### config.mk
export PLATFORM = sky130hd
export DESIGN_NAME = hub75_scan_ctrl
export DESIGN_NICKNAME = d
export VERILOG_FILES = /design/src/rtl/hub75_pkg.sv /design/src/rtl/hub75_bcm_timer.sv /design/src/rtl/hub75_scan_ctrl.sv
export SDC_FILE = /design/constraint.sdc
export NUM_CORES = 1
export LEC_CHECK = 0
export BUFFER_PORTS_ARGS = -buffer_cell sky130_fd_sc_hd__buf_2
export CORE_UTILIZATION = 56
export CTS_CLUSTER_DIAMETER = 150
export CTS_CLUSTER_SIZE = 10
export DETAILED_ROUTE_END_ITERATION = 10
export GPL_TIMING_DRIVEN = 0
export HOLD_SLACK_MARGIN = 0.02
export PLACE_DENSITY = 0.8
export SLEW_MARGIN = 20
export SYNTH_ARGS = -nofsm -noshare
export SYNTH_HDL_FRONTEND = slang
export SYNTH_SLANG_ARGS = --single-unit
### constraint.sdc
create_clock -name clk -period 5.8 [get_ports clk]
set_clock_uncertainty 0.2 [all_clocks]
set_input_delay 1.16 -clock clk [delete_from_list [all_inputs] [get_ports clk]]
set_output_delay 1.16 -clock clk [all_outputs]
set_load 0.05 [all_outputs]
### src/rtl/hub75_pkg.sv
// Shared types and width helpers for the HUB75 scan controller.
package hub75_pkg;

    typedef enum logic [2:0] {
        StIdle,
        StShift,
        StDrain,
        StWait,
        StLatch
    } scan_state_t;

    // Counter width that never collapses to zero bits.
    function automatic int unsigned cnt_w(input int unsigned n);
        return (n <= 1) ? 1 : $clog2(n);
    endfunction

    function automatic int unsigned rows_f(input int unsigned vpixel);
        return vpixel / 2;
    endfunction

    function automatic int unsigned col_w(input int unsigned hpixel);
        return cnt_w(hpixel);
    endfunction

    function automatic int unsigned row_w(input int unsigned vpixel);
        return cnt_w(vpixel / 2);
    endfunction

    function automatic int unsigned plane_w(input int unsigned bpp);
        return cnt_w(bpp);
    endfunction

    // Wide enough to hold the longest plane's display time.
    function automatic int unsigned timer_w(input int unsigned base_cyc, input int unsigned bpp);
        return $clog2(base_cyc << (bpp - 1)) + 1;
    endfunction

    function automatic int unsigned drain_w(input int unsigned pipe_lat);
        return cnt_w(pipe_lat);
    endfunction

endpackage

### src/rtl/hub75_bcm_timer.sv
// Loadable down-counter that times how long a BCM plane stays lit.
module hub75_bcm_timer #(
    parameter int unsigned Width = 8
) (
    input  logic             clk_i,
    input  logic             rst_ni,
    input  logic             load_i,
    input  logic [Width-1:0] load_val_i,
    output logic             zero_o,
    output logic             last_o
);

    logic [Width-1:0] count_q, count_d;

    // Load wins; otherwise count down and park at zero.
    always_comb begin
        count_d = count_q;
        if (load_i) begin
            count_d = load_val_i;
        end else if (count_q != '0) begin
            count_d = count_q - Width'(1);
        end
    end

    // Count register with synchronous reset.
    always_ff @(posedge clk_i) begin
        if (!rst_ni) begin
            count_q <= '0;
        end else begin
            count_q <= count_d;
        end
    end

    // last_o: the count reads zero on the next cycle (or already does).
    always_comb begin
        zero_o = (count_q == '0);
        last_o = (count_q <= Width'(1));
    end

endmodule

### src/rtl/hub75_scan_ctrl.sv
// HUB75 scan controller: shifts the next bit plane while the current one is
// displayed, then latches it during a one-cycle blank and starts its timer.
module hub75_scan_ctrl
    import hub75_pkg::*;
#(
    parameter int unsigned HPIXEL   = 64,
    parameter int unsigned VPIXEL   = 64,
    parameter int unsigned BPP      = 8,
    parameter int unsigned BASE_CYC = 16,
    parameter int unsigned PIPE_LAT = 2
) (
    input  logic                         clk,
    input  logic                         rst_n,
    input  logic                         i_enable,
    output logic                         o_shift_valid,
    output logic [col_w(HPIXEL)-1:0]     o_shift_col,
    output logic [row_w(VPIXEL)-1:0]     o_shift_row,
    output logic [plane_w(BPP)-1:0]      o_shift_plane,
    output logic                         o_latch,
    output logic                         o_blank,
    output logic [row_w(VPIXEL)-1:0]     o_row_sel,
    output logic                         o_frame_start
);

    localparam int unsigned ROWS    = rows_f(VPIXEL);
    localparam int unsigned COL_W   = col_w(HPIXEL);
    localparam int unsigned ROW_W   = row_w(VPIXEL);
    localparam int unsigned PLANE_W = plane_w(BPP);
    localparam int unsigned TIMER_W = timer_w(BASE_CYC, BPP);
    localparam int unsigned DRAIN_W = drain_w(PIPE_LAT);

    localparam logic [COL_W-1:0]   COL_LAST   = COL_W'(HPIXEL - 1);
    localparam logic [ROW_W-1:0]   ROW_LAST   = ROW_W'(ROWS - 1);
    localparam logic [PLANE_W-1:0] PLANE_LAST = PLANE_W'(BPP - 1);
    localparam logic [DRAIN_W-1:0] DRAIN_LAST = DRAIN_W'((PIPE_LAT > 0) ? PIPE_LAT - 1 : 0);
    localparam logic [TIMER_W-1:0] BASE_VAL   = TIMER_W'(BASE_CYC);

    scan_state_t        state_q, state_d;
    logic [COL_W-1:0]   col_q, col_d;
    logic [ROW_W-1:0]   row_q, row_d;
    logic [PLANE_W-1:0] plane_q, plane_d;
    logic [DRAIN_W-1:0] drain_q, drain_d;
    logic [ROW_W-1:0]   row_sel_q, row_sel_d;
    logic               stop_q, stop_d;

    logic               tmr_load;
    logic [TIMER_W-1:0] tmr_load_val;
    logic               tmr_zero;
    logic               tmr_last;
    logic               frame_wrap;

    hub75_bcm_timer #(
        .Width (TIMER_W)
    ) u_timer (
        .clk_i      (clk),
        .rst_ni     (rst_n),
        .load_i     (tmr_load),
        .load_val_i (tmr_load_val),
        .zero_o     (tmr_zero),
        .last_o     (tmr_last)
    );

    always_comb begin
        tmr_load_val = BASE_VAL << plane_q;
        frame_wrap   = (plane_q == PLANE_LAST) && (row_q == ROW_LAST);
    end

    // Next-state and counter sequencing; plane innermost, then row.
    always_comb begin
        state_d   = state_q;
        col_d     = col_q;
        row_d     = row_q;
        plane_d   = plane_q;
        drain_d   = drain_q;
        row_sel_d = row_sel_q;
        stop_d    = stop_q;
        tmr_load  = 1'b0;

        unique case (state_q)
            StIdle: begin
                stop_d = 1'b0;
                if (i_enable) begin
                    state_d = StShift;
                end
            end
            StShift: begin
                if (col_q == COL_LAST) begin
                    col_d = '0;
                    if (PIPE_LAT > 0) begin
                        state_d = StDrain;
                    end else begin
                        state_d = tmr_last ? StLatch : StWait;
                    end
                end else begin
                    col_d = col_q + COL_W'(1);
                end
            end
            StDrain: begin
                if (drain_q == DRAIN_LAST) begin
                    drain_d = '0;
                    state_d = tmr_last ? StLatch : StWait;
                end else begin
                    drain_d = drain_q + DRAIN_W'(1);
                end
            end
            StWait: begin
                // Looking one cycle ahead lets LATCH land on the first dark cycle.
                if (tmr_last) begin
                    state_d = stop_q ? StIdle : StLatch;
                end
            end
            StLatch: begin
                tmr_load = 1'b1;
                if (plane_q == PLANE_LAST) begin
                    plane_d = '0;
                    row_d   = (row_q == ROW_LAST) ? '0 : row_q + ROW_W'(1);
                end else begin
                    plane_d = plane_q + PLANE_W'(1);
                end
                // Stopping at the frame boundary still lets the last plane finish.
                if (frame_wrap && !i_enable) begin
                    stop_d  = 1'b1;
                    state_d = StWait;
                end else begin
                    state_d = StShift;
                end
            end
            default: begin
                state_d = StIdle;
            end
        endcase

        // Row address only moves as LATCH is entered, i.e. while blanked.
        if (state_d == StLatch) begin
            row_sel_d = row_q;
        end
    end

    // State and counter registers with synchronous reset.
    always_ff @(posedge clk) begin
        if (!rst_n) begin
            state_q   <= StIdle;
            col_q     <= '0;
            row_q     <= '0;
            plane_q   <= '0;
            drain_q   <= '0;
            row_sel_q <= '0;
            stop_q    <= 1'b0;
        end else begin
            state_q   <= state_d;
            col_q     <= col_d;
            row_q     <= row_d;
            plane_q   <= plane_d;
            drain_q   <= drain_d;
            row_sel_q <= row_sel_d;
            stop_q    <= stop_d;
        end
    end

    // Output decode from registered state.
    always_comb begin
        o_shift_valid = (state_q == StShift);
        o_shift_col   = col_q;
        o_shift_row   = row_q;
        o_shift_plane = plane_q;
        o_latch       = (state_q == StLatch);
        o_blank       = tmr_zero || (state_q == StLatch) || (state_q == StIdle);
        o_row_sel     = row_sel_q;
        o_frame_start = (state_q == StShift) && (col_q == '0) && (row_q == '0) &&
                        (plane_q == '0);
    end

endmodule

* Word-level counts from Yosys, hierarchy flattened
Index checks and enable logic that the tools add are counted.
** Storage, ports and cells
- Flip-flop bits (word level) :: 36
- Input bits :: 3
- Output and inout port bits :: 23
- Word-level logic and storage cells :: 59
** Cells by class
- Add/subtract/negate cells :: 5
- Order comparisons :: 1
- Equal/unequal tests :: 9
- Shift-type cells :: 1
- Mux-type cells :: 17
- Reduce and logical (&&, ||, !) cells :: 18
** Operators by type and width (count)
- 12-bit 2-to-1 mux :: 2
- 3-bit 2-to-1 mux :: 7
- 3-bit case mux with 5 select lines :: 1
- 12-bit by 1-bit less-or-equal comparator with 1-bit output (second input constant) :: 1
- 12-bit logical NOT :: 1
- 12-bit nonzero test :: 1
- 5-bit by 3-bit left shift with 12-bit output (first input constant) :: 1
- 12-bit by 1-bit subtractor with 12-bit output (second input constant) :: 1
- 3-bit equality test (second input constant) :: 3
- 6-bit by 1-bit adder with 6-bit output (second input constant) :: 1
- 3-bit by 2-bit equality test with 1-bit output (second input constant) :: 2
- 6-bit equality test (second input constant) :: 1
- 3-bit logical NOT :: 2
- 6-bit logical NOT :: 1
- 6-bit 2-to-1 mux :: 1
- 5-bit by 1-bit adder with 5-bit output (second input constant) :: 1
- 5-bit equality test (second input constant) :: 1
- 1-bit logical AND :: 5
- 5-bit logical NOT :: 1
- 5-bit 2-to-1 mux :: 1
- 2-bit AND reduction :: 2
- 2-bit nonzero test :: 2
- 3-bit by 1-bit adder with 3-bit output (second input constant) :: 1
- 3-bit by 1-bit equality test with 1-bit output (second input constant) :: 1
- other kinds (7) :: 10

* Logic depth before layout (Yosys ltp)
- Depth after elaboration :: 6
- Mapped depth :: 7

* By module
From an unflattened synthesis, not the netlist that was laid out.
** Unflattened totals
- Cell total of the unflattened synthesis :: 237
- Area total of the unflattened synthesis :: 1964.4 sq um
** Modules (own cells, without submodules)
- hub75_scan_ctrl :: times used 1, cells each 151, area each 1266.2 sq um, sequential area each 480.5 sq um
- hub75_bcm_timer :: times used 1, cells each 86, area each 698.2 sq um, sequential area each 240.2 sq um

* Worst setup path before layout
No wires, ideal clock.
- Path type :: reg2out
- Start point :: register state_q[0]
- End point :: output o_frame_start
- Data arrival time :: 1.777 ns
- Path slack :: 2.663 ns
- Cell stages (with the launch flop) :: 6
- Path buffers :: 2
- Path through :: dfxtp_1 buf_6 nor3b_1 buf_2 nand2_1 nor2_1
** Between the ends
- Cells in the longest elaborated chain, start to end :: 4
** RTL lines
- start, declared :: RTL line hub75_scan_ctrl.sv:38 : scan_state_t state_q, state_d;
- start signal, assigned :: RTL line hub75_scan_ctrl.sv:142 : state_q <= StIdle;
- start signal, assigned :: RTL line hub75_scan_ctrl.sv:150 : state_q <= state_d;
- 3-bit by 1-bit equality test with 1-bit output
- named net o_shift_valid :: RTL line hub75_scan_ctrl.sv:15 : output logic o_shift_valid,
- 1-bit logical AND (3 in series) :: RTL line hub75_scan_ctrl.sv:169 : o_frame_start = (state_q == StShift) && (col_q == '0) && (row_q == '0) &&
- end, declared :: RTL line hub75_scan_ctrl.sv:22 : output logic o_frame_start
The timed path passes the listed nets, and every way through them passes these cells.

* Worst setup path after layout
- Start point :: register u_timer.count_q[0]
- End point :: output o_blank
** Between the ends
- Cells in the longest elaborated chain, start to end :: 3
** RTL lines
- start, declared :: RTL line hub75_bcm_timer.sv:13 : logic [Width-1:0] count_q, count_d;
- start signal, assigned :: RTL line hub75_bcm_timer.sv:30 : count_q <= count_d;
- 12-bit logical NOT :: RTL line hub75_bcm_timer.sv:36 : zero_o = (count_q == '0);
- 1-bit logical OR (2 in series) :: RTL line hub75_scan_ctrl.sv:167 : o_blank = tmr_zero || (state_q == StLatch) || (state_q == StIdle);
- end, declared :: RTL line hub75_scan_ctrl.sv:20 : output logic o_blank,
No other way between the ends.

==> results.ini <==
[synth]
ys.flop_type=dfxtp_1
yosysUniqueCellTypes=55
synth_edf_count=0
synth_area_um2=2030
ys_seq_elements=36
yosysSeqAreaShare_pct=35.4
avgSynthCellArea_um2=8.69
async_flop_share_pct=0
syn_inst=234
synth_nets=251
yosysWarnings=0

[sta]
final_max_slew_viol_count=0
max_freq_mhz=283
post-route-min-period_ps=3530
setup_viol=0
relSlewSlack_pct=50.8
hold_viol=0
fin_crit_sh_pct=60.9
rsz0062_at_grt=no
worst_hold_slack_ps=262
fin_tns_setup_ps=0
worst_pin_slew_ps=731
setup_slack_ps=2270

[outcome]
run_status=completed

[layout]
final_cell_mix=dfxtp_1, nand2_1, buf_2, nor2_1, ha_1
final_common_cell=dfxtp_1
finalInstanceArea_um2=2310
layout.cells.non_filler=312
drive_gt1_share_pct=18.4
multi_input_area_um2=1200
area_growth_pct=13.4
antennaDiodeCount=0
final_core_util_pct=67.5
final-seq-area_um2=721
nNetsFinal=282
nFillCells=292

[detailed_routing]
viasPerCell=5.78
drc_errors=0
drt_wl_total_um=4500
drt-initial-drc-count=117
drtAntennaViolNets=0
drt_first_pass_iters=4
wl_per_cell_um=14.4
num_vias=1803

[clock_tree]
postCtsHoldBufs=0
cts_tree=built
post_cts_buffers=0
cts_sinks=36
numCtsBuffers=5
cts-root-buf=clkbuf_4
clock_latency_ps=350
htreeDepth=2
path_clk_slew_ps=110
cts-resized-gates=0
cts_buffer_depth=2

[global_routing]
grt_pass1_wl_um=7800
overflow=0
antenna_found_initial=0
grtUsageMet2_pct=37.9
grt_max_degree=12
grt.busiest_layer=met2
grtUsageMet1_pct=34.6
grt.met3_usage_pct=5.70
grtUsageTotal_pct=25.5
grt_pass1_vias=1659

[floorplanning]
std_cell_rows=21
dieArea_um2=3880
io_pins=26
start_util_pct=59.5
die_w_um=62.3
core_region_area_um2=3420
die_h_um=62.3

[place]
placed_area_um2=2210
place_ws_ps=2710
place_inst=304
place.gp.congestion=0.893
portBuffers=24
place_hpwl_um=3220

[setup_path]
required_ps=4440
cp-start-kind=flip-flop
crit_fanout=10
arrival_ps=2170
cp-end-kind=output port
critical_path_class=flip-flop to output port

[pwr]
power_mw=0.808
ir_worst_vdd_mv=0.263
power.leakage_nw=0.965
power_density_nw_per_um2=350

[job]
cap_violations=0

[worst_hold_path]
hp-class=flip-flop to flip-flop

==> layout make-up <==
class | instances | area share [%]
sequential | 36 | 31.3
buffer | 10 | 3.04
timing repair buffer | 24 | 5.21
clock buffer | 7 | 2.82
inverter | 12 | 1.95
clock inverter | 1 | 1.30
multi-input combinational | 176 | 51.9
tap | 46 | 2.50
==> routing by layer <==
layer  part of all wire (%)  vias up
met5                      0        -
met4                    1.6        0
met3                    5.7        9
met2                     45       59
met1                     48      839
li1                       -      896
==> Yosys cell counts, types with 4 or more instances <==
cell	number	area, um2
clkbuf_1	4	15.0
mux2i_1	6	60.1
xnor2_1	5	43.8
xor2_1	4	35.0
o21ai_0	7	35.0
a21oi_1	13	65.1
a31oi_1	6	37.5
dfxtp_1	36	721
nor3_1	9	45.0
inv_1	10	37.5
nor2_1	25	93.8
nand2_1	26	97.6
and3_1	7	43.8
ha_1	14	175
nor4_1	4	25.0
==> cell families (layout without fill, tap and decap cells) <==
family / after synthesis / in the layout / share of synthesized area, %
AND/OR/NAND/NOR: 99 / 99 / 27.1
buffers and inverters: 22 / 54 / 5.66
multiplexers: 6 / 6 / 2.95
AO/OA/AOI/OAI: 48 / 48 / 16.3
XOR/XNOR: 9 / 9 / 3.88
flip-flops: 36 / 36 / 35.4
adder cells (fa/ha/maj): 14 / 14 / 8.62
==> path summary, 6_finish.rpt <==
kind / startpoint / end / slack, ps / cells past startpoint
worst max-delay path: u_timer.count_q[0] / o_blank / 2270 / 6
worst max register to register: u_timer.count_q[0] / u_timer.count_q[8] / 3550 / 6
worst min register to register: o_row_sel[1] / o_row_sel[1] / 260 / 2
worst min-delay path: o_row_sel[1] / o_row_sel[1] / 260 / 2
==> registers in the layout (all words and copies together), names as in the netlist <==
signal           cells
u_timer.count_q     12
o_shift_col          6
o_row_sel            5
o_shift_row          5
o_shift_plane        3
state_q              3
drain_q              1
stop_q               1
==> worst max-delay path, cell delays in order (launching register included) <==
cell     delay [ps]
dfxtp_1         380
inv_1           100
ha_1            220
nor3b_1         360
nand3_2         290
o21ai_0         180
buf_2           300
==> where the power goes <==
group	internal, mW	switching (mW)
logic	0.123	0.171
clock network	0.114	0.0869
registers	0.274	0.0384
(Power assumes the default switching activity.)
